<file path="src/rtl/peridot_hostbridge_pkg.sv">
// Host-bridge framing definitions shared by the RX bytes_to_packets decoder
// and the TX packets_to_bytes encoder.
package peridot_hostbridge_pkg;

    localparam logic [7:0] SOP     = 8'h7A;
    localparam logic [7:0] EOP     = 8'h7B;
    localparam logic [7:0] CHAN    = 8'h7C;
    localparam logic [7:0] ESC     = 8'h7D;
    localparam logic [7:0] ESC_XOR = 8'h20;

    typedef enum logic [1:0] {
        S_DATA     = 2'd0,
        S_ESC      = 2'd1,
        S_CHAN     = 2'd2,
        S_CHAN_ESC = 2'd3
    } hb_state_e;

endpackage

</file>
<file path="src/rtl/peridot_st_bytes_to_packets.sv">
// Decodes the host-bridge framed byte stream into an Avalon-ST packet stream.
// Optional error tracking: define PERIDOT_ST_BYTES_TO_PACKETS_ERRCHECK_EN.
module peridot_st_bytes_to_packets
    import peridot_hostbridge_pkg::*;
#(
    parameter int CHANNEL_WIDTH = 8,
    parameter int RESET_CHANNEL = 0
) (
    input  logic                     clk,
    input  logic                     reset_n,
    output logic                     in_ready,
    input  logic                     in_valid,
    input  logic [7:0]               in_data,
    input  logic                     out_ready,
    output logic                     out_valid,
    output logic [7:0]               out_data,
    output logic                     out_startofpacket,
    output logic                     out_endofpacket,
    output logic [CHANNEL_WIDTH-1:0] out_channel
`ifdef PERIDOT_ST_BYTES_TO_PACKETS_ERRCHECK_EN
    ,
    output logic                     err_sticky,
    input  logic                     err_clear
`endif
);

    hb_state_e                state_q, state_d;
    logic                     sop_pend_q, sop_pend_d;
    logic                     eop_pend_q, eop_pend_d;
    logic [CHANNEL_WIDTH-1:0] chan_q, chan_d;
    logic                     accept;
    logic                     load;
    logic [7:0]               pay_byte;
    logic [7:0]               unesc;
    logic                     sop_mark;
    logic                     chan_abort;

    assign in_ready = !out_valid || out_ready;
    assign accept   = in_valid && in_ready;
    assign unesc    = in_data ^ ESC_XOR;

    always_comb begin
        state_d    = state_q;
        sop_pend_d = sop_pend_q;
        eop_pend_d = eop_pend_q;
        chan_d     = chan_q;
        load       = 1'b0;
        pay_byte   = in_data;
        sop_mark   = 1'b0;
        chan_abort = 1'b0;
        if (accept) begin
            case (state_q)
                S_ESC: begin
                    load     = 1'b1;
                    pay_byte = unesc;
                    state_d  = S_DATA;
                end
                S_CHAN_ESC: begin
                    chan_d  = unesc[CHANNEL_WIDTH-1:0];
                    state_d = S_DATA;
                end
                default: begin
                    // S_CHAN shares this path: a marker there abandons the channel update
                    state_d    = S_DATA;
                    chan_abort = (state_q == S_CHAN) &&
                                 (in_data == SOP || in_data == EOP || in_data == CHAN);
                    case (in_data)
                        SOP: begin
                            sop_pend_d = 1'b1;
                            sop_mark   = 1'b1;
                        end
                        EOP:  eop_pend_d = 1'b1;
                        CHAN: state_d = S_CHAN;
                        ESC:  state_d = (state_q == S_CHAN) ? S_CHAN_ESC : S_ESC;
                        default: begin
                            if (state_q == S_CHAN) chan_d = in_data[CHANNEL_WIDTH-1:0];
                            else                   load   = 1'b1;
                        end
                    endcase
                end
            endcase
        end
        if (load) begin
            sop_pend_d = 1'b0;
            eop_pend_d = 1'b0;
        end
    end

    always_ff @(posedge clk or negedge reset_n) begin
        if (!reset_n) begin
            state_q           <= S_DATA;
            sop_pend_q        <= 1'b0;
            eop_pend_q        <= 1'b0;
            chan_q            <= CHANNEL_WIDTH'(RESET_CHANNEL);
            out_valid         <= 1'b0;
            out_data          <= '0;
            out_startofpacket <= 1'b0;
            out_endofpacket   <= 1'b0;
            out_channel       <= CHANNEL_WIDTH'(RESET_CHANNEL);
        end else begin
            state_q    <= state_d;
            sop_pend_q <= sop_pend_d;
            eop_pend_q <= eop_pend_d;
            chan_q     <= chan_d;
            if (load) begin
                out_valid         <= 1'b1;
                out_data          <= pay_byte;
                out_startofpacket <= sop_pend_q;
                out_endofpacket   <= eop_pend_q;
                out_channel       <= chan_q;
            end else if (out_ready) begin
                out_valid <= 1'b0;
            end
        end
    end

`ifdef PERIDOT_ST_BYTES_TO_PACKETS_ERRCHECK_EN
    logic pkt_open_q, pkt_open_d;
    logic err_q, err_d;

    always_comb begin
        pkt_open_d = pkt_open_q;
        if (load && sop_pend_q) pkt_open_d = 1'b1;
        if (load && eop_pend_q) pkt_open_d = 1'b0;
        err_d = err_q;
        if ((load && !pkt_open_q && !sop_pend_q) || (sop_mark && pkt_open_q) || chan_abort)
            err_d = 1'b1;
        if (err_clear) err_d = 1'b0;
    end

    always_ff @(posedge clk or negedge reset_n) begin
        if (!reset_n) begin
            pkt_open_q <= 1'b0;
            err_q      <= 1'b0;
        end else begin
            pkt_open_q <= pkt_open_d;
            err_q      <= err_d;
        end
    end

    assign err_sticky = err_q;
`endif

endmodule

</file>
<file path="config.mk">
export PLATFORM = sky130hd
export DESIGN_NAME = peridot_st_bytes_to_packets
export DESIGN_NICKNAME = d
export VERILOG_FILES = /design/src/rtl/peridot_hostbridge_pkg.sv /design/src/rtl/peridot_st_bytes_to_packets.sv
export SDC_FILE = /design/constraint.sdc
export NUM_CORES = 1
export LEC_CHECK = 0
export CAP_MARGIN = 5
export CELL_PAD_IN_SITES_DETAIL_PLACEMENT = 0
export CELL_PAD_IN_SITES_GLOBAL_PLACEMENT = 1
export CORE_UTILIZATION = 39
export DETAILED_ROUTE_END_ITERATION = 12
export HOLD_SLACK_MARGIN = 0.02
export PLACE_DENSITY = 0.77
export SLEW_MARGIN = 20
export SYNTH_ARGS = -nofsm -noshare
export SYNTH_HDL_FRONTEND = slang
export SYNTH_SLANG_ARGS = --single-unit
</file>
<file path="constraint.sdc">
create_clock -name clk -period 2.3 [get_ports clk]
set_input_delay 0.46 -clock clk [delete_from_list [all_inputs] [get_ports clk]]
set_output_delay 0.46 -clock clk [all_outputs]
set_load 0.03 [all_outputs]
</file>
# Word-level counts from Yosys, hierarchy flattened
# Index checks and enable logic that the tools add are counted.
# Widths: inputs -> output; s select.
# word_totals
ff_bits	31
in_bits	12
out_inout_bits	20
wordCells	55
# classes
eq_ne	9
muxes	22
n_bitwise	2
n_reduce_logical	13
# op_table
op	count
$eq 8x7->1 const B	4
$mux 8	2
$pmux 8 s2	1
$mux 1	13
$mux 6	2
$reduce_bool 2->1	5
$reduce_and 3->1	2
$eq 2x2->1 const B	2
$mux 2	2
$ne 2x1->1 const B	2
$pmux 2 s2	1
$reduce_and 4->1	1
$reduce_or 4->1	1
$eq 2x1->1 const B	1
$not 1->1	2
$pmux 1 s2	1
$reduce_or 2->1	1
$logic_and 1x1->1	1
$logic_not 1->1	1
$logic_or 1x1->1	1

# Longest topological paths before layout
# logic_depth
ltp_word	7
depth_mapped	5

# Worst setup path before layout
# No wires, ideal clock.
# synth_timing
kind	reg-to-reg
start	reg out_valid
end	reg chan_q[0]
setup_time_ns	0.125
t_arrival_ns	1.787
required_time_ns	2.175
slack_ns	0.388
stages_incl_launch_ff	5
path_buffers	0
period_less_slack_ns	1.912
path_cell_list	dfrtp_1 nand2b_1 nand2_1 nor3b_2 mux2_2
# synth_via
elab_chain_len	4
# synth_lines
element	line_no	source
start, declared	peridot_st_bytes_to_packets.sv:15	output logic out_valid,
start signal, assigned	peridot_st_bytes_to_packets.sv:95	out_valid <= 1'b0;
start signal, assigned	peridot_st_bytes_to_packets.sv:106	out_valid <= 1'b1;
start signal, assigned	peridot_st_bytes_to_packets.sv:112	out_valid <= 1'b0;
$logic_not 1->1	peridot_st_bytes_to_packets.sv:38	assign in_ready = !out_valid || out_ready;
$logic_or 1x1->1	peridot_st_bytes_to_packets.sv:38	
named net in_ready	peridot_st_bytes_to_packets.sv:11	output logic in_ready,
$logic_and 1x1->1	peridot_st_bytes_to_packets.sv:39	assign accept = in_valid && in_ready;
$reduce_and 4->1 (no source line)	n/a	
end signal, assigned	peridot_st_bytes_to_packets.sv:94	chan_q <= CHANNEL_WIDTH'(RESET_CHANNEL);
end signal, assigned	peridot_st_bytes_to_packets.sv:104	chan_q <= chan_d;
end, declared	peridot_st_bytes_to_packets.sv:30	logic [CHANNEL_WIDTH-1:0] chan_q, chan_d;
# The timed path passes the listed nets, and every way through them passes these cells.
# A chain may end at the register's enable or synchronous reset.

# Worst setup path after layout
# layout_timing
start	in out_ready
end	out in_ready
# layout_via
elab_chain_len	1
# layout_lines
element	line_no	source
start, declared	peridot_st_bytes_to_packets.sv:14	input logic out_ready,
$logic_or 1x1->1	peridot_st_bytes_to_packets.sv:38	
end, declared	peridot_st_bytes_to_packets.sv:11	
# No other way between the ends.

==> reports/qor.csv <==
stage,metric,value,unit
pwr,p_sw_share,31.33,%
final_layout,area_growth,36.93,%
pwr,pwr-share-comb,38.4,%
clocking,post_cts_buffers,0,
yosys,syn-cell-area,0.001345,mm^2
pwr,ir_worst_vdd,0.4638,mV
final_layout,multi_input_area,543.0,um^2
yosys,syn_nets,98,
drt,drc,0,
sta,final-setup-viol-count,0,
yosys,synth_flop_cell,dfrtp_1,
yosys,synth_edf_count,0,
global_routing,grt_util_met3,3.412,%
flow_run,max-cap-violations,0,
setup_path,cpMaxStageDelayCell,clkdlybuf4s50_1,
pwr,p_clk_share,21.7,%
clocking,postCtsHoldBufs,0,
setup_path,cp.required,1.84,ns
global_routing,grt_max_degree,32,
sta,fin_tns_setup,0,ns
yosys,postSynth.asyncResetShare,100.0,%
sta,relSlewSlack,74.22,%
final_layout,seq_area,775.7,um^2
global_routing,met2_usage,23.55,%
yosys,synth_cell_type_count,23,
floorplan,dieArea,0.003688,mm^2
sta,hold_violations,0,
final_layout,fin_util,58.41,%
setup_path,critPathMostFrequentCell,clkdlybuf4s50_1,
pwr,p_per_area,1091,mW/mm^2
sta,fin_crit,2.216,ns
place,port_buffers,31,
drt,ant_nets,0,
final_layout,layout_common_cells,"dfrtp_1 (31), clkdlybuf4s50_1 (31), mux2_4 (18), buf_4 (9), mux2_2 (8)",
setup_path,endpoint_kind,primary output,
yosys,ys_ff_latch,31,
yosys,synthCells,86,
final_layout,n_fill_cell,275,
clocking,clk_latency,0.31,ns
pwr,leakagePower,0.8580,nW
sta,whs,0.5079,ns
setup_path,path_class,primary input to primary output,
setup_path,arrival,1.76,ns
place,placed_cells,168,
sta,finClkSkew,0.007270,ns
pwr,p_sw,0.6298,mW
yosys,syn_area_per_cell,15.64,um^2
sta,finalCritPeriodShare,96.33,%
yosys,synth_warnings,0,
drt,routed_wl,2419,um
clocking,cts_buffer_depth,2,
clocking,ctsResizeCount,0,
clocking,clk_pin_slew,0.09,ns
place,gp_routability_congestion,0.8559,
global_routing,track_usage,15.94,%
drt,viasPerCell,4.665,
global_routing,grt_first_pass_wirelength,4160,um
sta,setup_ws,0.08435,ns
floorplan,dieWidth,60.73,um
clocking,cts_root_buf,clkbuf_4,
place,dpl.hpwl,1684,um
final_layout,diodes,0,
setup_path,crit_fanout,4,
floorplan,core,0.003153,mm^2
drt,drt_pass1_iterations,4,
sta,rsz0062_at_grt,false,
clocking,htree_levels,2,
final_layout,post_route_cells_drive_above_1_share,34.85,%
floorplan,pin_count,32,
global_routing,gr-total-overflow,0,
setup_path,critical-path-max-stage-delay,0.69,ns
global_routing,busiest_layer,met2,
yosys,synth_seq_area_share,57.67,%
setup_path,path_cells,clkdlybuf4s50_1 -> nand2b_1 -> clkdlybuf4s50_1,
global_routing,grtUsageMet1,21.51,%
pwr,seqPwrFrac,39.8,%
sta,worst_slew_pin_slew,0.3867,ns
floorplan,die_h,60.73,um
global_routing,grt_pass1_vias,885,
final_layout,nNetsFinal,143,
sta,fmax,451.3,MHz
global_routing,antenna_found_initial,0,
worst_hold_path,hp-class,flop to flop,
pwr,p_int,1.380,mW
final_layout,instances_no_fill,176,
status,status,"complete, no violations",
sta,drv_slew,0,
clocking,cts.sinks,31,
clocking,numCtsBuffers,5,
clocking,cts_tree,yes,
drt,wl_per_cell,13.74,um
drt,vias,821,
floorplan,placementRows,20,
floorplan,start_util,42.66,%
setup_path,start_kind,primary input,
drt,dr.first_iter.drc_count,10,
place,post-place-ws,-0.05023,ns
## layer usage
layer  vias to the layer above  wire, um
li1                        393         -
met5                         -         0
met4                         0        27
met2                        17      1097
met3                         2        72
met1                       409      1221
## Yosys cell counts (2+ instances only)
cell / n / area (um^2)
buf_6: 2 / 22.52
nor2_1: 2 / 7.510
nand2b_1: 3 / 18.77
dfrtp_1: 31 / 775.7
and2_1: 2 / 12.51
mux2_2: 8 / 90.09
xor2_1: 2 / 17.52
nand2_1: 3 / 11.26
mux2_4: 18 / 270.3
o21ai_0: 2 / 10.01
## state kept, by name (all words and copies together) (netlist names)
| signal | count |
|---|---|
| out_endofpacket | 1 |
| out_valid | 1 |
| out_startofpacket | 1 |
| sop_pend_q | 1 |
| out_channel | 8 |
| out_data | 8 |
| eop_pend_q | 1 |
| chan_q | 8 |
| state_q | 2 |
## through the flow
step / total power [mW] / area [um^2]
after detailed placement: 1.590 / 1755
after global placement: 1.577 / 1755
after floorplan: 1.283 / 1345
after CTS: 2.032 / 1842
final: 2.010 / 1842
after global routing: 2.129 / 1842
## final cells by class
cell class	instances	area share, %
flip-flops and latches	31	42.12
well taps	44	2.989
multi-input cells	52	29.48
clock buffers	6	2.785
inverters	1	0.2038
clock inverters	2	1.902
repair buffers	40	20.52
## power groups by stage
stage / sequential, mW / clock, mW / combinational (mW)
2_1_floorplan: 1.02 / 0 / 0.268
3_3_place_gp: 0.807 / 0 / 0.771
3_5_place_dp: 0.811 / 0 / 0.779
4_1_cts: 0.803 / 0.449 / 0.781
5_1_grt: 0.826 / 0.480 / 0.823
6_report: 0.800 / 0.437 / 0.773
## logic make-up (layout without fill, tap and decap cells)
logic type      after synthesis  count (layout)  share of synthesized area (%)
buf+inv                       3              49                          1.953
xor+xnor                      2               2                          1.303
flops                        31              31                          57.67
compound gates                6               6                          3.070
simple gates                 18              18                          9.209
mux                          26              26                          26.79
## path summary, 6_finish.rpt
check                                             from                          to  slack (ns)  depth (start not counted)
min in group asynchronous                      reset_n  out_channel[1]$_DFFE_PN0P_        0.52                          2
max in group asynchronous                      reset_n       chan_q[1]$_DFFE_PN0P_        1.50                          2
worst max-delay path                         out_ready                    in_ready        0.08                          3
worst max register to register  state_q[0]$_DFFE_PN0P_     out_data[4]$_DFFE_PN0P_        0.46                          4
worst min register to register   chan_q[0]$_DFFE_PN0P_  out_channel[0]$_DFFE_PN0P_        0.51                          1
worst min-delay path             chan_q[0]$_DFFE_PN0P_  out_channel[0]$_DFFE_PN0P_        0.51                          1
## worst max-delay path, delay by kind of cell
family | cells | cell delay, ns
and+or+nand+nor | 1 | 0.16
buffers and inverters | 2 | 1.14
No activity file was read; power rests on OpenSTA's default activity.
